==> config.mk <==
export PLATFORM = sky130hd
export DESIGN_NAME = bs_rtr_rr_bcast
export DESIGN_NICKNAME = d
export VERILOG_FILES = /design/src/rtl/bs_rtr_rr_bcast.sv
export SDC_FILE = /design/constraint.sdc
export NUM_CORES = 1
export LEC_CHECK = 0
export ABC_CLOCK_PERIOD_IN_PS = 2000
export CAP_MARGIN = 15
export CORE_ASPECT_RATIO = 0.8
export CORE_MARGIN = 2
export CORE_UTILIZATION = 38
export DETAILED_ROUTE_END_ITERATION = 10
export PLACE_DENSITY = 0.91
export SLEW_MARGIN = 20
export SYNTH_ARGS = -nofsm -noshare
export SYNTH_HDL_FRONTEND = slang
export SYNTH_SLANG_ARGS = --single-unit
export TNS_END_PERCENT = 10
==> constraint.sdc <==
create_clock -name clk -period 2 [get_ports clk]
set_input_delay 0.3 -clock clk [delete_from_list [all_inputs] [get_ports clk]]
set_output_delay 0.3 -clock clk [all_outputs]
set_load 0.03 [all_outputs]
==> src/rtl/bs_rtr_rr_bcast.sv <==
// Round-robin packet bus: pops one packet from the granted source FIFO and pushes it to the
// destination port(s) named in its top byte. Optional broadcast via macro BUS_BCAST_EN.
//   state     | meaning
//   S_IDLE    | waiting for any pndng, picks next source round-robin
//   S_GRANT   | pop strobe to granted source, packet captured into pkt_buf
//   S_DELIVER | push strobe(s) to destination(s), or count a drop
module bs_rtr_rr_bcast #(
  parameter int         DRVRS    = 4,
  parameter int         PCKG_SZ  = 16,
  parameter logic [7:0] BCAST_ID = 8'hFF
) (
  input  logic                       clk,
  input  logic                       reset,
  input  logic [DRVRS-1:0]           pndng,
  input  logic [DRVRS*PCKG_SZ-1:0]   D_pop,
  output logic [DRVRS-1:0]           pop,
  output logic [DRVRS-1:0]           push,
  output logic [DRVRS*PCKG_SZ-1:0]   D_push,
  output logic                       busy,
  output logic [$clog2(DRVRS)-1:0]   grant_id,
  output logic [15:0]                drop_cnt
);

  localparam int IDW = $clog2(DRVRS);

  typedef enum logic [1:0] {S_IDLE, S_GRANT, S_DELIVER} state_t;

  state_t               state_q, state_d;
  logic [IDW-1:0]       rr_ptr;
  logic [PCKG_SZ-1:0]   pkt_buf;
  logic [IDW-1:0]       sel;
  logic                 any_req;
  logic [DRVRS-1:0]     req_sh;
  logic [7:0]           dest;
  logic                 drop;

  // First requester at or above rr_ptr, wrapping modulo DRVRS
  always_comb begin
    sel     = '0;
    any_req = 1'b0;
    req_sh  = '0;
    for (int k = 0; k < DRVRS; k++) begin
      req_sh = pndng >> ((int'(rr_ptr) + k) % DRVRS);
      if (!any_req && req_sh[0]) begin
        any_req = 1'b1;
        sel     = IDW'((int'(rr_ptr) + k) % DRVRS);
      end
    end
  end

  always_ff @(posedge clk or negedge reset) begin
    if (!reset) state_q <= S_IDLE;
    else        state_q <= state_d;
  end

  always_comb begin
    state_d = state_q;
    case (state_q)
      S_IDLE:    if (any_req) state_d = S_GRANT;
      S_GRANT:   state_d = S_DELIVER;
      S_DELIVER: state_d = S_IDLE;
      default:   state_d = S_IDLE;
    endcase
  end

  assign dest = pkt_buf[PCKG_SZ-1 -: 8];

  // Strobes decode from registered state only; no path from pndng/D_pop
  always_comb begin
    pop  = '0;
    push = '0;
    for (int i = 0; i < DRVRS; i++) begin
      if (state_q == S_GRANT && grant_id == IDW'(i)) pop[i] = 1'b1;
      if (state_q == S_DELIVER) begin
        if (dest == 8'(i) && dest != BCAST_ID) push[i] = 1'b1;
`ifdef BUS_BCAST_EN
        if (dest == BCAST_ID && grant_id != IDW'(i)) push[i] = 1'b1;
`endif
      end
    end
  end

  assign drop   = (state_q == S_DELIVER) && (push == '0);
  assign busy   = (state_q != S_IDLE);
  assign D_push = {DRVRS{pkt_buf}};

  always_ff @(posedge clk or negedge reset) begin
    if (!reset) begin
      grant_id <= '0;
      rr_ptr   <= '0;
      pkt_buf  <= '0;
      drop_cnt <= '0;
    end else begin
      if (state_q == S_IDLE && any_req) grant_id <= sel;
      if (state_q == S_GRANT) begin
        pkt_buf <= PCKG_SZ'(D_pop >> (int'(grant_id) * PCKG_SZ));
        rr_ptr  <= (grant_id == IDW'(DRVRS - 1)) ? '0 : grant_id + 1'b1;
      end
      if (drop && drop_cnt != 16'hFFFF) drop_cnt <= drop_cnt + 16'd1;
    end
  end

endmodule

Word level (Yosys, flattened, before mapping)
Index checks and enable logic that the tools add are counted.
{ "totals": {"ff_bits": 38, "latch_bits": 0, "ram_bits": 0, "mem_bits_ro": 0, "input_bits": 70, "out_inout_bits": 91, "word_cells": 77, "memories": 0} }
{ "op_classes": {"add_sub_neg": 5, "multipliers": 0, "n_div": 0, "magnitude_cmp": 0, "n_eq_ne": 11, "shift": 5, "mux": 23, "bitwise": 3, "n_reduce_logical": 25} }
{ "ops": {"columns": ["op", "count"], "rows": [
  [">> shifter 4 x 32 -> 1 bit", 3],
  [">> shifter 64 x 6 -> 16 bit", 1],
  ["adder 16 x 1 -> 16 bit, second input constant", 1],
  ["== test 8 x 2 -> 1 bit, second input constant", 2],
  ["two-way mux 1 bit", 16],
  ["inequality test 16 bit, second input constant", 1],
  ["logical AND 1 bit", 14],
  ["two-way mux 2 bit", 6],
  ["== test 8 x 1 -> 1 bit, second input constant", 1],
  ["zero test 8 bit", 1],
  ["inequality test 8 bit, second input constant", 1],
  ["== test 2 bit, second input constant", 3],
  ["OR reduction 2 bit", 3],
  ["adder 2 x 1 -> 2 bit, second input constant", 2],
  ["adder 2 bit, second input constant", 2],
  ["== test 2 x 1 -> 1 bit, second input constant", 2],
  ["zero test 2 bit", 2],
  ["zero test 4 bit", 1],
  ["case mux 2 bit (2 select lines)", 1],
  [">> shifter 4 x 2 -> 1 bit", 1],
  ["bitwise AND 1 bit, first input constant", 3],
  ["zero test 1 bit", 3],
  ["inequality test 2 bit, second input constant", 1],
  ["nonzero test 2 bit", 1]
]} }

Longest topological paths before layout
Gate-level depths: netlist (run 1).
{ "depth": {"word_depth": 14, "depth_mapped": 5} }

Least setup slack after synthesis (run 1)
OpenSTA, ideal clock, no wires.
{ "synth_timing": {"kind": "reg-to-output", "start": "register pkt_buf[10]", "end": "output push[0]", "arrival_ns": 2.045, "slack_ns": -0.345, "stages_incl_launch_ff": 4, "path_buffers": 0, "path_cell_list": "dfrtp_1 nor4_1 nand2_1 nor4_1"} }
{ "synth_via": {"elab_chain_len": 4} }
{ "synth_lines": {"columns": ["element", "line_no", "rtl"], "rows": [
  ["start, declared", "30", "logic [PCKG_SZ-1:0] pkt_buf;"],
  ["start signal, assigned", "96", "pkt_buf <= PCKG_SZ'(D_pop >> (int'(grant_id) * PCKG_SZ));"],
  ["inequality test 8 bit or zero test 8 bit (tied branches)", "75", "if (dest == 8'(i) && dest != BCAST_ID) push[i] = 1'b1;"],
  ["logical AND 1 bit (*)", "75", null],
  ["two-way mux 1 bit (*)", "75", null],
  ["two-way mux 1 bit (*)", "74", "if (state_q == S_DELIVER) begin"],
  ["end, declared", "17", "output logic [DRVRS-1:0] push,"]
]} }
Mark *: on every way between the ends. The rest lies on a longest branch, timed or not.

Final worst setup path (run 1)
{ "layout_timing": {"start": "register pkt_buf[10]", "end": "output push[1]"} }
{ "layout_via": {"elab_chain_len": 4} }
{ "layout_lines": {"columns": ["element", "line_no"], "rows": [
  ["== test 8 x 1 -> 1 bit or inequality test 8 bit (tied branches)", "75"],
  ["logical AND 1 bit (*)", "75"],
  ["two-way mux 1 bit (*)", "75"],
  ["two-way mux 1 bit (*)", "74"]
]} }
Marked as above.

==> flow_metrics.py, run 1 <==
metrics = {
    "status": {
        "status": "finished clean",
    },
    "layout": {
        "fill_cells": 519,
        "synthToLayoutAreaGrowth_pct": 60.49,
        "finish.utilization_pct": 64.29,
        "regArea_sq_um": 950.9,
        "nets": 423,
        "multi_input_area_sq_um": 1289,
        "layout-drive-gt1-share_pct": 23.21,
        "diodes": 0,
    },
    "worst_setup_path": {
        "worstRegToRegCells": 5,
        "worst_setup_path_end_kind": "primary output",
        "crit_fanout": 3,
        "endpoint": "push[1]",
        "r2r-start": "pkt_buf[11]",
        "regToRegSetupSlack_ns": 0.10,
        "cp-start-kind": "register",
        "worstPathRequired_ns": 1.70,
        "crit_slowest_cell": "dfrtp_1",
        "cp-startpoint": "pkt_buf[10]",
        "critPathTopFamily": "simple AND/OR/NAND/NOR gates",
        "reg2reg_to": "drop_cnt[13]",
        "crit_chain": "nor4_4 > nand2_2 > nor2_4 > and3_4 > buf_6",
        "path_class": "register to primary output",
        "cp.arrival_ns": 1.69,
        "crit_buf_inv": 1,
        "cp_slowest_stage_delay_ns": 0.43,
        "cp.depth": 5,
    },
    "detailed_routing": {
        "drt_wl_total_um": 7564,
        "drtIter0Drc": 60,
        "first_pass_iters": 4,
        "wl_met1_um": 3085,
        "wl_met2_um": 3840,
        "drt.antenna.violating_nets": 0,
        "vias": 2202,
        "post_drt_wl_per_cell_um": 17.47,
        "wl_met3_um": 516,
        "drt-vias-per-instance": 5.085,
        "top_layer_used": "met4",
        "drc": 0,
    },
    "sta": {
        "max_freq_mhz": 503.2,
        "rsz0062_at_grt": "true",
        "period_needed_ns": 1.987,
        "finClkSkew_ns": 0.01364,
        "setup_viol": 0,
        "fin_ws_ns": 0.01255,
        "slew_headroom_pct": 59.99,
        "hold_violations": 0,
        "slew_violations": 0,
        "fin_crit_sh_pct": 99.37,
        "tightest_slew_ns": 0.5850,
    },
    "synthesis": {
        "synth_top_family_by_area": "multiplexers",
        "synth_fa_ha_area_share_pct": 2.400,
        "synth_cell_types": 38,
        "synth_area_sq_um": 2606,
        "syn_inst": 224,
        "ys_warn_count": 0,
        "synth_compound_area_share_pct": 3.457,
        "ys_ff_latch": 38,
        "synth_xor_area_share_pct": 4.369,
        "synth_nets": 299,
        "yosysSeqAreaShare_pct": 36.49,
        "syn_avg_cell_area_sq_um": 11.64,
        "synth_mux_area_share_pct": 23.04,
        "yosys.area_share.simple_pct": 14.26,
    },
    "clock_tree": {
        "clk_latency_ns": 0.30,
        "clock-root-buffer": "clkbuf_8",
        "cts_tree": "built",
        "cts.sinks": 38,
        "numCtsBuffers": 5,
        "clock_path_buffers": 2,
        "htreeDepth": 2,
        "clk_pin_slew_ns": 0.08,
    },
    "global_routing": {
        "antenna_found_initial": 0,
        "grt_use_total_pct": 21.31,
        "grt_max_degree": 21,
        "grt_pass1_wl_um": 12230,
        "grt_pass1_vias": 2367,
        "gr-total-overflow": 0,
    },
    "floorplan": {
        "dieArea_sq_um": 7541,
        "io-pin-count": 161,
        "die_h_um": 78.08,
        "row_count": 26,
        "fp.coreArea_sq_um": 6506,
        "start_util_pct": 40.06,
        "die_width_um": 96.59,
    },
    "pwr": {
        "powerDensity_nw_per_um2": 1693,
        "total_power_mw": 7.080,
        "vdd_drop_max_mv": 0.8536,
        "leakage_nw": 1.725,
    },
    "placement": {
        "gp_congestion": 0.8033,
        "pre_cts_ws_ns": 0.08920,
        "port_buffers": 160,
        "hpwl_um": 6128,
    },
    "flow_run": {
        "cap_violations": 0,
    },
    "hold_path": {
        "hold_class": "input port to async pin",
    },
}
sequential cells by signal, summed over array words and instances (netlist names):
name	flops
drop_cnt	16
pkt_buf	16
grant_id	2
rr_ptr	2
state_q	2
cell families (layout without fill, tap and decap cells):
| family | after synthesis | after routing |
|---|---|---|
| AOI/OAI and AO/OA | 12 | 12 |
| adders and majority gates | 5 | 5 |
| DFF | 38 | 38 |
| and+or+nand+nor | 58 | 58 |
| xor gates and xnor gates | 13 | 13 |
| buffers and inverters | 61 | 186 |
| muxes | 37 | 37 |
layer usage:
metal	global-route usage, %	vias up
li1	-	1012
met1	26.29	1088
met2	37.01	90
met3	5.278	12
met4	5.634	0
met5	0	-
synth_stat cells, drive strengths merged:
master,n,area share [%]
a2111oi,1,0.34
a21oi,4,0.77
a221oi,1,0.34
and2,5,1.2
and3,3,0.72
and4,1,0.34
and4bb,1,0.48
buf,52,15
clkbuf,3,0.43
dfrtp,38,36
ha,5,2.4
inv,6,0.86
mux2,21,9.2
mux4,16,14
nand2,5,0.72
nand2b,3,0.72
nand3,4,0.77
nand3b,1,0.29
nand4,6,1.9
nand4b,1,0.34
nor2,7,1.1
nor2b,3,0.72
nor3,5,0.96
nor3b,2,0.58
nor4,8,2.5
o211ai,1,0.48
o21ai,4,1.2
o32ai,1,0.34
or2,2,0.48
or4,1,0.43
xnor2,4,1.3
xor2,9,3.0
repair_timing:
item / CTS / global route
resized for setup: 7 / 6
endpoints found under the hold margin: 18 / 0
hold buffers: 1 / 0
buffers inserted: 0 / 0
setup endpoints to repair: 7 / 7
pin swaps: 1 / 5
metrics by stage:
step | cells | instance area [sq um] | hold slack (ns) | TNS, ns
floorplan | 224 | 2619 | 0.004409 | -0.07462
global placement | 424 | 3994 | 0.2810 | 0
detailed placement | 424 | 3994 | 0.2847 | 0
CTS | 433 | 4158 | 0.5051 | 0
global route | 433 | 4183 | 0.5079 | -0.3657
finish | 433 | 4183 | 0.4865 | 0
worst min path at each step:
stage	endpoint	slack (ns)	cells past startpoint
3_3_place_gp	pkt_buf[7]	0.28	1
3_5_place_dp	rr_ptr[1]	0.28	1
6_report	pkt_buf[7]	0.49	2
4_1_cts	rr_ptr[1]	0.51	2
2_1_floorplan	drop_cnt[0]	0.004	0
5_1_grt	rr_ptr[1]	0.51	2
where the power goes:
group | total (mW) | switching [mW] | internal [mW]
Combinational | 4.83 | 2.63 | 2.20
Clock | 0.808 | 0.308 | 0.500
Sequential | 1.44 | 0.383 | 1.06
final cells by class:
| class | count | area share [%] |
|---|---|---|
| clock inverters | 3 | 1.645 |
| well taps | 84 | 2.513 |
| repair buffers | 172 | 40.11 |
| clock buffers | 5 | 1.645 |
| inverters | 6 | 0.5384 |
| flip-flops and latches | 38 | 22.73 |
| multi-input cells | 125 | 30.81 |
layout by cell type (no fill, tap or decap), types with 5 or more instances in the layout:
cell,n
nor3_1,5
buf_4,16
and2_1,5
mux2_2,20
clkdlybuf4s50_1,148
mux4_2,16
nor2_1,5
inv_1,6
clkbuf_8,5
dfrtp_1,38
xor2_1,9
ha_1,5
Note: power is estimated with default switching activity, not from simulation.
==> inputs of run 2 (changes only) <==
- ABC_CLOCK_PERIOD_IN_PS: 2000 -> unset
==> results of run 2 <==
The final DEF is identical to that of run 1; final timing and power are the same.
==> inputs of run 3 (changes only) <==
- ABC_CLOCK_PERIOD_IN_PS: unset -> 2000
==> results of run 3 <==
The final DEF is identical to that of run 1; final timing and power are the same.
